## config.mk

```make
export PLATFORM = sky130hd
export DESIGN_NAME = arithm_seq
export DESIGN_NICKNAME = d
export VERILOG_FILES = /design/src/rtl/arithm_seq.sv
export SDC_FILE = /design/constraint.sdc
export NUM_CORES = 1
export LEC_CHECK = 0
export CORE_MARGIN = 5
export CORE_UTILIZATION = 46
export DETAILED_ROUTE_END_ITERATION = 8
export SETUP_SLACK_MARGIN = 0.02
export SLEW_MARGIN = 20
export SYNTH_ARGS = -nofsm -noshare
export SYNTH_HDL_FRONTEND = slang
export SYNTH_SLANG_ARGS = --single-unit
```

## constraint.sdc

```tcl
create_clock -name clk -period 5.6 [get_ports clk]
set_input_delay 0.84 -clock clk [delete_from_list [all_inputs] [get_ports clk]]
set_output_delay 0.84 -clock clk [all_outputs]
set_load 0.02 [all_outputs]
```

## src/rtl/arithm_seq.sv

```systemverilog
// arithm_seq: multi-cycle integer arithmetic unit for the execute stage.
// Add/sub finish in one registered cycle; mul/div/rem iterate one bit per
// cycle (shift-add multiply, restoring divide) with sign fix-up at the end.
//
// Ports:
//   clk, rst        clock, synchronous active-high reset
//   i_valid/i_ready request handshake (ready only in IDLE)
//   arithm_sel      00? add/sub, 010 mul lo, 011 mul hi, 100 div, 101 rem
//   i_signed        two's-complement mode for mul/div/rem
//   first_op        operand A
//   second_op       operand B
//   o_data, o_valid result and its one-cycle strobe
//   ovf, cf, dz     overflow, carry/no-borrow, divide-by-zero flags
module arithm_seq #(
    parameter int WIDTH = 32,
    parameter int CNT_W = $clog2(WIDTH + 1)
) (
    input  logic             clk,
    input  logic             rst,
    input  logic             i_valid,
    output logic             i_ready,
    input  logic [2:0]       arithm_sel,
    input  logic             i_signed,
    input  logic [WIDTH-1:0] first_op,
    input  logic [WIDTH-1:0] second_op,
    output logic [WIDTH-1:0] o_data,
    output logic             o_valid,
    output logic             ovf,
    output logic             cf,
    output logic             dz
);

    localparam int MSB = WIDTH - 1;

    localparam logic [2:0] OP_MULL = 3'b010;
    localparam logic [2:0] OP_MULH = 3'b011;
    localparam logic [2:0] OP_DIV  = 3'b100;
    localparam logic [2:0] OP_REM  = 3'b101;

    typedef enum logic [1:0] {
        S_IDLE,
        S_ITER,
        S_FIX
    } state_t;

    state_t state;
    state_t state_nx;

    logic [CNT_W-1:0]   cnt;
    logic [2:0]         op_q;
    logic [WIDTH-1:0]   a_q;
    logic [WIDTH-1:0]   b_q;
    logic [WIDTH-1:0]   opb_q;
    logic [2*WIDTH-1:0] acc;
    logic               neg_q;
    logic               a_neg_q;
    logic               bz_q;
    logic               pend;

    logic accept;
    logic is_long;
    logic last_iter;

    assign accept    = i_valid && i_ready;
    assign is_long   = (arithm_sel[2:1] == 2'b01) ||
                       (arithm_sel[2:1] == 2'b10);
    assign last_iter = (cnt == CNT_W'(WIDTH - 1));

    // Operand magnitudes taken at the accept edge
    logic             a_neg;
    logic             b_neg;
    logic [WIDTH-1:0] a_mag;
    logic [WIDTH-1:0] b_mag;

    assign a_neg = i_signed && first_op[MSB];
    assign b_neg = i_signed && second_op[MSB];
    assign a_mag = a_neg ? -first_op : first_op;
    assign b_mag = b_neg ? -second_op : second_op;

    // ---------------------------------------------------------------
    // FSM
    // ---------------------------------------------------------------
    always_ff @(posedge clk) begin
        if (rst) begin
            state <= S_IDLE;
        end else begin
            state <= state_nx;
        end
    end

    always_comb begin
        state_nx = state;
        i_ready  = 1'b0;
        unique case (state)
            S_IDLE: begin
                i_ready = 1'b1;
                if (i_valid && is_long) begin
                    state_nx = S_ITER;
                end
            end
            S_ITER: begin
                if (last_iter) begin
                    state_nx = S_FIX;
                end
            end
            S_FIX: begin
                state_nx = S_IDLE;
            end
            default: begin
                state_nx = S_IDLE;
            end
        endcase
    end

    // ---------------------------------------------------------------
    // Single-cycle add/sub path, evaluated on the captured operands
    // ---------------------------------------------------------------
    logic             sub;
    logic             s_arith;
    logic             s_ovf;
    logic [WIDTH-1:0] bx;
    logic [WIDTH:0]   sum;

    assign sub     = op_q[0];
    assign s_arith = (op_q[2:1] == 2'b00);
    assign bx      = b_q ^ {WIDTH{sub}};
    assign sum     = {1'b0, a_q} + {1'b0, bx} + {{WIDTH{1'b0}}, sub};
    assign s_ovf   = (a_q[MSB] == bx[MSB]) && (sum[MSB] != a_q[MSB]);

    // ---------------------------------------------------------------
    // Iteration step. acc holds {hi, lo}:
    //   mul: hi = partial product, lo = remaining multiplier bits
    //   div: hi = partial remainder, lo = dividend / quotient bits
    // ---------------------------------------------------------------
    logic [WIDTH:0]     msum;
    logic [WIDTH:0]     shl;
    logic [WIDTH:0]     diff;
    logic               ge;
    logic [2*WIDTH-1:0] mul_nx;
    logic [2*WIDTH-1:0] div_nx;

    assign msum   = {1'b0, acc[2*WIDTH-1:WIDTH]} +
                    (acc[0] ? {1'b0, opb_q} : {(WIDTH + 1){1'b0}});
    assign mul_nx = {msum, acc[MSB:1]};

    // Remainder stays below the divisor, so the top bit of diff is a
    // clean borrow flag. With a zero divisor the result is overridden.
    assign shl    = {acc[2*WIDTH-1:WIDTH], acc[MSB]};
    assign diff   = shl - {1'b0, opb_q};
    assign ge     = !diff[WIDTH];
    assign div_nx = {ge ? diff[MSB:0] : shl[MSB:0], acc[MSB-1:0], ge};

    // ---------------------------------------------------------------
    // Sign correction and result select
    // ---------------------------------------------------------------
    logic [2*WIDTH-1:0] prod;
    logic [WIDTH-1:0]   quo;
    logic [WIDTH-1:0]   rem;
    logic [WIDTH-1:0]   fix_data;

    assign prod = neg_q ? -acc : acc;
    assign quo  = neg_q ? -acc[MSB:0] : acc[MSB:0];
    assign rem  = a_neg_q ? -acc[2*WIDTH-1:WIDTH] : acc[2*WIDTH-1:WIDTH];

    always_comb begin
        fix_data = '0;
        unique case (op_q)
            OP_MULL: fix_data = prod[MSB:0];
            OP_MULH: fix_data = prod[2*WIDTH-1:WIDTH];
            OP_DIV:  fix_data = bz_q ? {WIDTH{1'b1}} : quo;
            OP_REM:  fix_data = bz_q ? a_q : rem;
            default: fix_data = '0;
        endcase
    end

    // ---------------------------------------------------------------
    // Datapath registers
    // ---------------------------------------------------------------
    always_ff @(posedge clk) begin
        if (rst) begin
            cnt     <= '0;
            op_q    <= '0;
            a_q     <= '0;
            b_q     <= '0;
            opb_q   <= '0;
            acc     <= '0;
            neg_q   <= 1'b0;
            a_neg_q <= 1'b0;
            bz_q    <= 1'b0;
            pend    <= 1'b0;
            o_data  <= '0;
            o_valid <= 1'b0;
            ovf     <= 1'b0;
            cf      <= 1'b0;
            dz      <= 1'b0;
        end else begin
            o_valid <= 1'b0;
            pend    <= accept && !is_long;

            if (accept) begin
                a_q  <= first_op;
                b_q  <= second_op;
                op_q <= arithm_sel;
            end

            if (accept && is_long) begin
                acc     <= {{WIDTH{1'b0}}, a_mag};
                opb_q   <= b_mag;
                neg_q   <= a_neg ^ b_neg;
                a_neg_q <= a_neg;
                bz_q    <= (second_op == '0);
                cnt     <= '0;
            end

            // Add/sub/invalid accepted on the previous edge
            if (pend) begin
                o_valid <= 1'b1;
                o_data  <= s_arith ? sum[MSB:0] : '0;
                ovf     <= s_arith && s_ovf;
                cf      <= s_arith && sum[WIDTH];
                dz      <= 1'b0;
            end

            if (state == S_ITER) begin
                acc <= op_q[2] ? div_nx : mul_nx;
                cnt <= last_iter ? '0 : cnt + CNT_W'(1);
            end

            if (state == S_FIX) begin
                o_valid <= 1'b1;
                o_data  <= fix_data;
                ovf     <= 1'b0;
                cf      <= 1'b0;
                dz      <= bz_q && op_q[2];
            end
        end
    end

endmodule

```

==> impl_metrics.py, run 1 <==
metrics = {
    "clock_network": {
        "clk_pin_slew_ns": 0.06,
        "clock_path_buffers": 3,
        "clkLatencyLatePin_ns": 0.58,
        "ctsResizeCount": 0,
        "cts_hold_buf": 0,
        "post_cts_buffers": 0,
        "cts-root-buf": "clkbuf_16",
        "cts_made_buffers": 26,
        "cts_tree": "yes",
        "cts.sinks": 211,
        "h-tree-depth": 1,
    },
    "setup_path": {
        "arrival_ns": 4.66,
        "critPathCaptureType": "flop",
        "start_kind": "flop",
        "cp_data_required_time_ns": 6.11,
        "cp_max_fo": 31,
        "reg2regPathDepth": 14,
        "worstSetupPathType": "flop to flop",
    },
    "grt": {
        "grt_pass1_wl_um": 110000,
        "grt_max_degree": 78,
        "gr-usage-all-layers_pct": 31.4,
        "antenna_found_initial": 0,
        "grt_overflow": 0,
        "grt_pass1_vias": 18100,
    },
    "placement": {
        "dp_hpwl_um": 55300,
        "gp_congestion": 1.05,
        "dp_slack_ns": 1.45,
        "port_buffers": 107,
    },
    "synth": {
        "synthesis.nets": 2695,
        "synth_flop_cell": "dfxtp_1",
        "synth_warnings": 0,
        "postSynthCellCount": 2520,
        "synth_area_per_cell_um2": 7.28,
        "synthTopCellsByArea": "dfxtp_1, ha_1, xor2_1",
        "synth_top_area_cell": "dfxtp_1",
        "synth.distinct_cells": 83,
        "synth-seq-cells": 211,
        "synth-edff-count": 0,
        "async_flop_share_pct": 0,
        "netlist_area_um2": 18300,
        "seq_area_frac_synth_pct": 23.0,
        "netlist.area_leader.share_pct": 23.0,
    },
    "cells_and_area": {
        "layout_commonest_cell": "nand2_1",
        "drive_gt1_share_pct": 4.95,
        "synthToLayoutAreaGrowth_pct": 12.1,
        "antenna_cells": 0,
        "most-common-layout-cells": "nand2_1, nor2_1, a21oi_1",
        "nNetsFinal": 2682,
        "utilization_pct": 52.0,
    },
    "timing": {
        "fmax_mhz": 241,
        "finalHoldViolations": 0,
        "fin_crit_sh_pct": 74.1,
        "setup_tns_ns": 0,
        "relSlewSlack_pct": 20.4,
        "worst_pin_slew_ns": 1.19,
        "finClkSkew_ns": 0.0190,
        "slew_viol_final": 0,
        "setup_viol": 0,
        "fin_crit_ns": 4.15,
        "rsz0062_at_grt": "false",
        "worst_slack_ns": 1.45,
    },
    "drt": {
        "vias": 19200,
        "drt_iter0_drc": 1856,
        "wl_um": 72600,
        "drc": 0,
        "dr.pass1.iters": 6,
        "wl_per_cell_um": 23.8,
        "avgViaCountPerCell": 6.28,
        "antenna_left": 0,
    },
    "floorplan": {
        "core_um2": 39500,
        "io_pins": 108,
        "fp.dieW_um": 210,
        "die_area_um2": 44000,
        "start_util_pct": 46.4,
        "die_h_um": 210,
        "rows": 73,
    },
    "pwr": {
        "swShare_pct": 36.8,
        "switchingPower_w": 0.00189,
        "p_clk_share_pct": 34.6,
        "total_power_w": 0.00514,
        "p_leak_nw": 8.01,
        "intPower_w": 0.00325,
        "vdd_drop_max_uv": 232,
        "p_seq_share_pct": 34.3,
        "p_comb_share_pct": 31.1,
        "power_density_nw_per_um2": 250,
    },
    "job": {
        "cap_viol_max_count": 0,
    },
    "worst_hold_path": {
        "hold_path_depth": 2,
        "min_path_type": "flop to flop",
    },
    "outcome": {
        "status": "complete, no violations",
    },
}
-- path summary, 6_finish.rpt --
kind             start        end  slack [ns]
min reg2reg  opb_q[29]  opb_q[29]        0.46
max             acc[0]    acc[62]        1.45
max reg2reg     acc[0]    acc[62]        1.45
min          opb_q[29]  opb_q[29]        0.46
-- synthesized netlist by cell type (18+ instances only) --
cell type,n
nand2_1,307
nor2_1,239
a21oi_1,233
dfxtp_1,211
clkbuf_1,162
o21ai_0,154
xor2_1,135
xnor2_1,108
a211oi_1,107
ha_1,101
inv_1,65
nor3_1,61
mux2i_1,51
a21o_1,47
nand3_1,38
o31ai_1,37
a31oi_1,27
nor4_1,26
nand2b_1,24
a22oi_1,22
or3_1,20
nand4_1,19
o21a_1,19
or4_1,19
and3_1,18
-- metal layers --
layer | up-vias | routed length [µm] | track usage (%)
met4 | 0 | 4870 | 17.8
met2 | 769 | 31800 | 49.4
met5 | - | 0 | 0
met3 | 183 | 5300 | 4.80
met1 | 9108 | 30600 | 41.2
li1 | 9107 | - | -
-- metrics by stage --
| step | std cells | hold slack, ns | instance area [µm²] |
|---|---|---|---|
| global route | 3051 | 0.488 | 20600 |
| finish | 3051 | 0.458 | 20600 |
| detailed placement | 3004 | 0.448 | 19700 |
| floorplan | 2520 | 0.432 | 18300 |
| global placement | 3004 | 0.444 | 19700 |
| CTS | 3051 | 0.457 | 20600 |
-- area by class of cell --
type,count,area [µm²]
Clock buffer,32,713
Inverter,67,251
Tap cell,525,657
Sequential cell,211,4230
Clock inverter,15,174
Multi-Input combinational cell,2057,13200
Timing Repair Buffer,144,1350
Fill cell,3959,19000
-- power groups by stage --
| stage | clock network, W | registers [W] | logic (W) |
|---|---|---|---|
| 4_1_cts | 0.00181 | 0.00176 | 0.00157 |
| 3_5_place_dp | 0 | 0.00179 | 0.00156 |
| 2_1_floorplan | 0 | 0.00171 | 0.00111 |
| 5_1_grt | 0.00187 | 0.00177 | 0.00173 |
| 6_report | 0.00178 | 0.00176 | 0.00160 |
| 3_3_place_gp | 0 | 0.00179 | 0.00155 |
-- logic make-up after synthesis --
logic type	count (synthesis)	synth area share, %
buf+inv	252	5.28
simple gates	845	21.4
mux	53	2.91
fa+ha+maj	104	7.22
xor+xnor	243	11.6
flops	211	23.0
compound gates	812	28.6
-- sequential cells by signal (all words and copies together) (netlist names), 2 cells and up --
name and cells:
a_q 32, acc 64, b_q 32, cnt 6
o_data 32, op_q 3, opb_q 32, state 2
-- worst max-delay path, stage by stage, from the launching register on --
cell and delay (ns):
dfxtp_1 0.45, inv_1 0.10, buf_4 0.35, nor2_1 0.13, ha_1 0.36, o211ai_1 0.13
o211ai_1 0.26, nand2_1 0.14, o21ai_0 0.60, o2111a_1 0.34, a41oi_1 0.23, o21ai_0 0.45
a2111oi_0 0.21, a211o_1 0.26, nand3_1 0.08
Power figures use the tool's default switching activity.
==> run 2: changes to the inputs <==
==> constraint.sdc (replaced) <==
create_clock -name clk -period 3.9 [get_ports clk]
set_input_delay 0.585 -clock clk [delete_from_list [all_inputs] [get_ports clk]]
set_output_delay 0.585 -clock clk [all_outputs]
set_load 0.02 [all_outputs]
==> run 2 against run 1 <==
  * Clock power grew 52%
  * Critical path type unchanged
  * Total power increased by 49%
  * Die area unchanged
  * Final cell count increased by 2.4%
  * Hold slack lost 0.19 ns
  * Non-clock buffer count up 72
  * Via count grew 1.9%
  * Clock-buffer cell count increased by 5
  * Design area grew 3.1%
==> impl_metrics.py, run 2 (synthesis gave the netlist of run 1 again) <==
metrics = {
    "cells_and_area": {
        "most-common-layout-cells": "nand2_1, nor2_1, a21oi_1",
        "largest_reg_flops": 64,
        "antenna_cells": 0,
        "drive_gt1_share_pct": 7.70,
        "top_register": "acc",
        "filler_cell_count": 3864,
        "nNetsFinal": 2755,
        "register_area_um2": 4230,
        "layout_commonest_cell": "nand2_1",
        "synthToLayoutAreaGrowth_pct": 15.6,
        "multi_input_area_um2": 13200,
    },
    "setup_path": {
        "cpMostUsedCell": "o21ai_0",
        "cp_data_required_time_ns": 4.29,
        "slowest_delay_ns": 0.55,
        "start_kind": "flop",
        "crit_chain": "inv_1 > ha_1 > or3b_1 > or3_1 > or2_2 > or4_1 > a31oi_1 > o21ai_0 > o31a_1 > o21ai_0 > a211oi_1",
        "critPathCaptureType": "flop",
        "arrival_ns": 4.17,
        "crit_family": "simple AND/OR/NAND/NOR gates",
        "cp_num_buf_inv": 1,
        "worstSetupPathType": "flop to flop",
        "critPathSlowestCell": "or4_1",
        "cp_max_fo": 7,
    },
    "floorplan": {
        "fp.dieW_um": 210,
        "core_um2": 39500,
        "rows": 73,
        "io_pins": 108,
        "die_area_um2": 44000,
        "die_h_um": 210,
        "start_util_pct": 46.4,
    },
    "drt": {
        "antenna_left": 0,
        "wl_per_cell_um": 24.7,
        "drt_iter0_drc": 2095,
        "dr.pass1.iters": 6,
        "drc": 0,
        "vias": 19500,
        "avgViaCountPerCell": 6.25,
        "wl_um": 77000,
    },
    "clock_network": {
        "ctsResizeCount": 0,
        "post_cts_buffers": 0,
        "cts_tree": "yes",
        "clkLatencyLatePin_ns": 0.58,
        "cts_hold_buf": 0,
        "cts.sinks": 211,
        "clk_pin_slew_ns": 0.06,
        "clock_path_buffers": 3,
        "cts-root-buf": "clkbuf_16",
        "h-tree-depth": 1,
        "cts_made_buffers": 27,
    },
    "pwr": {
        "vdd_drop_max_uv": 279,
        "power_density_nw_per_um2": 360,
        "p_comb_share_pct": 31.7,
        "swShare_pct": 36.6,
        "total_power_w": 0.00764,
        "p_leak_nw": 8.42,
        "switchingPower_w": 0.00280,
        "p_clk_share_pct": 35.3,
        "p_seq_share_pct": 33.0,
        "intPower_w": 0.00484,
    },
    "placement": {
        "gp_congestion": 1.07,
        "dp_hpwl_um": 59300,
        "port_buffers": 107,
        "dp_slack_ns": 0.220,
    },
    "timing": {
        "rsz0062_at_grt": "true",
        "finClkSkew_ns": 0.0359,
        "fin_crit_ns": 3.78,
        "relSlewSlack_pct": 19.4,
        "setup_viol": 0,
        "finalHoldViolations": 0,
        "fmax_mhz": 264,
        "worst_pin_slew_ns": 1.20,
        "worst_slack_ns": 0.118,
        "fin_crit_sh_pct": 97.0,
        "slew_viol_final": 0,
        "setup_tns_ns": 0,
    },
    "worst_hold_path": {
        "min_path_type": "primary input to flop",
    },
    "grt": {
        "grt_pass1_vias": 18300,
        "gr-usage-all-layers_pct": 33.3,
        "grt_overflow": 0,
        "grt_max_degree": 178,
        "grt_pass1_wl_um": 114000,
        "antenna_found_initial": 0,
    },
    "job": {
        "cap_viol_max_count": 0,
    },
    "outcome": {
        "status": "complete, no violations",
    },
}
run 2: cell types whose count changed in the layout (fill, tap and decap cells not counted), sizes merged:
cell	before	now
buf	38	110
clkinvlp	5	4
clkbuf	32	37
clkinv	9	6
run 2: routing by layer:
metal	wire length, µm	share of wire (%)	track usage, %	vias up
met5	0	0	0	-
met4	4480	5.8	16.0	0
met3	5310	6.9	4.89	170
met2	35000	45	54.0	794
met1	32300	42	43.7	9293
li1	-	-	-	9274
run 2: worst paths after layout:
kind | start | to | slack (ns) | cells past startpoint
worst max register to register | acc[32] | o_data[18] | 0.12 | 11
worst max-delay path | acc[32] | o_data[18] | 0.12 | 11
worst min-delay path | rst | cnt[0] | 0.27 | 2
worst min register to register | opb_q[20] | opb_q[20] | 0.46 | 2
run 2: layout make-up:
cell class / instances / share of cell area (%)
inverter: 67 / 1.19
tap: 525 / 3.10
clock inverter: 11 / 0.679
multi-input combinational: 2057 / 62.2
timing repair buffer: 216 / 9.10
clock buffer: 37 / 3.74
sequential: 211 / 20.0
run 2: power by group through the flow:
stage                     clock, W  sequential (W)  combinational, W
after global placement           0         0.00255           0.00236
after global routing       0.00281         0.00253           0.00262
after detailed placement         0         0.00256           0.00237
after CTS                  0.00273         0.00251           0.00239
after floorplan                  0         0.00246           0.00159
final                      0.00270         0.00252           0.00242
run 2: through the flow:
stage	instances	hold WS (ns)	utilization, %	instance area [µm²]
after floorplan	2520	0.432	-	18300
after global placement	3076	0.439	51.2	20200
after detailed placement	3076	0.452	51.2	20200
after CTS	3124	0.246	53.5	21200
after global routing	3124	0.254	53.6	21200
final	3124	0.269	53.6	21200
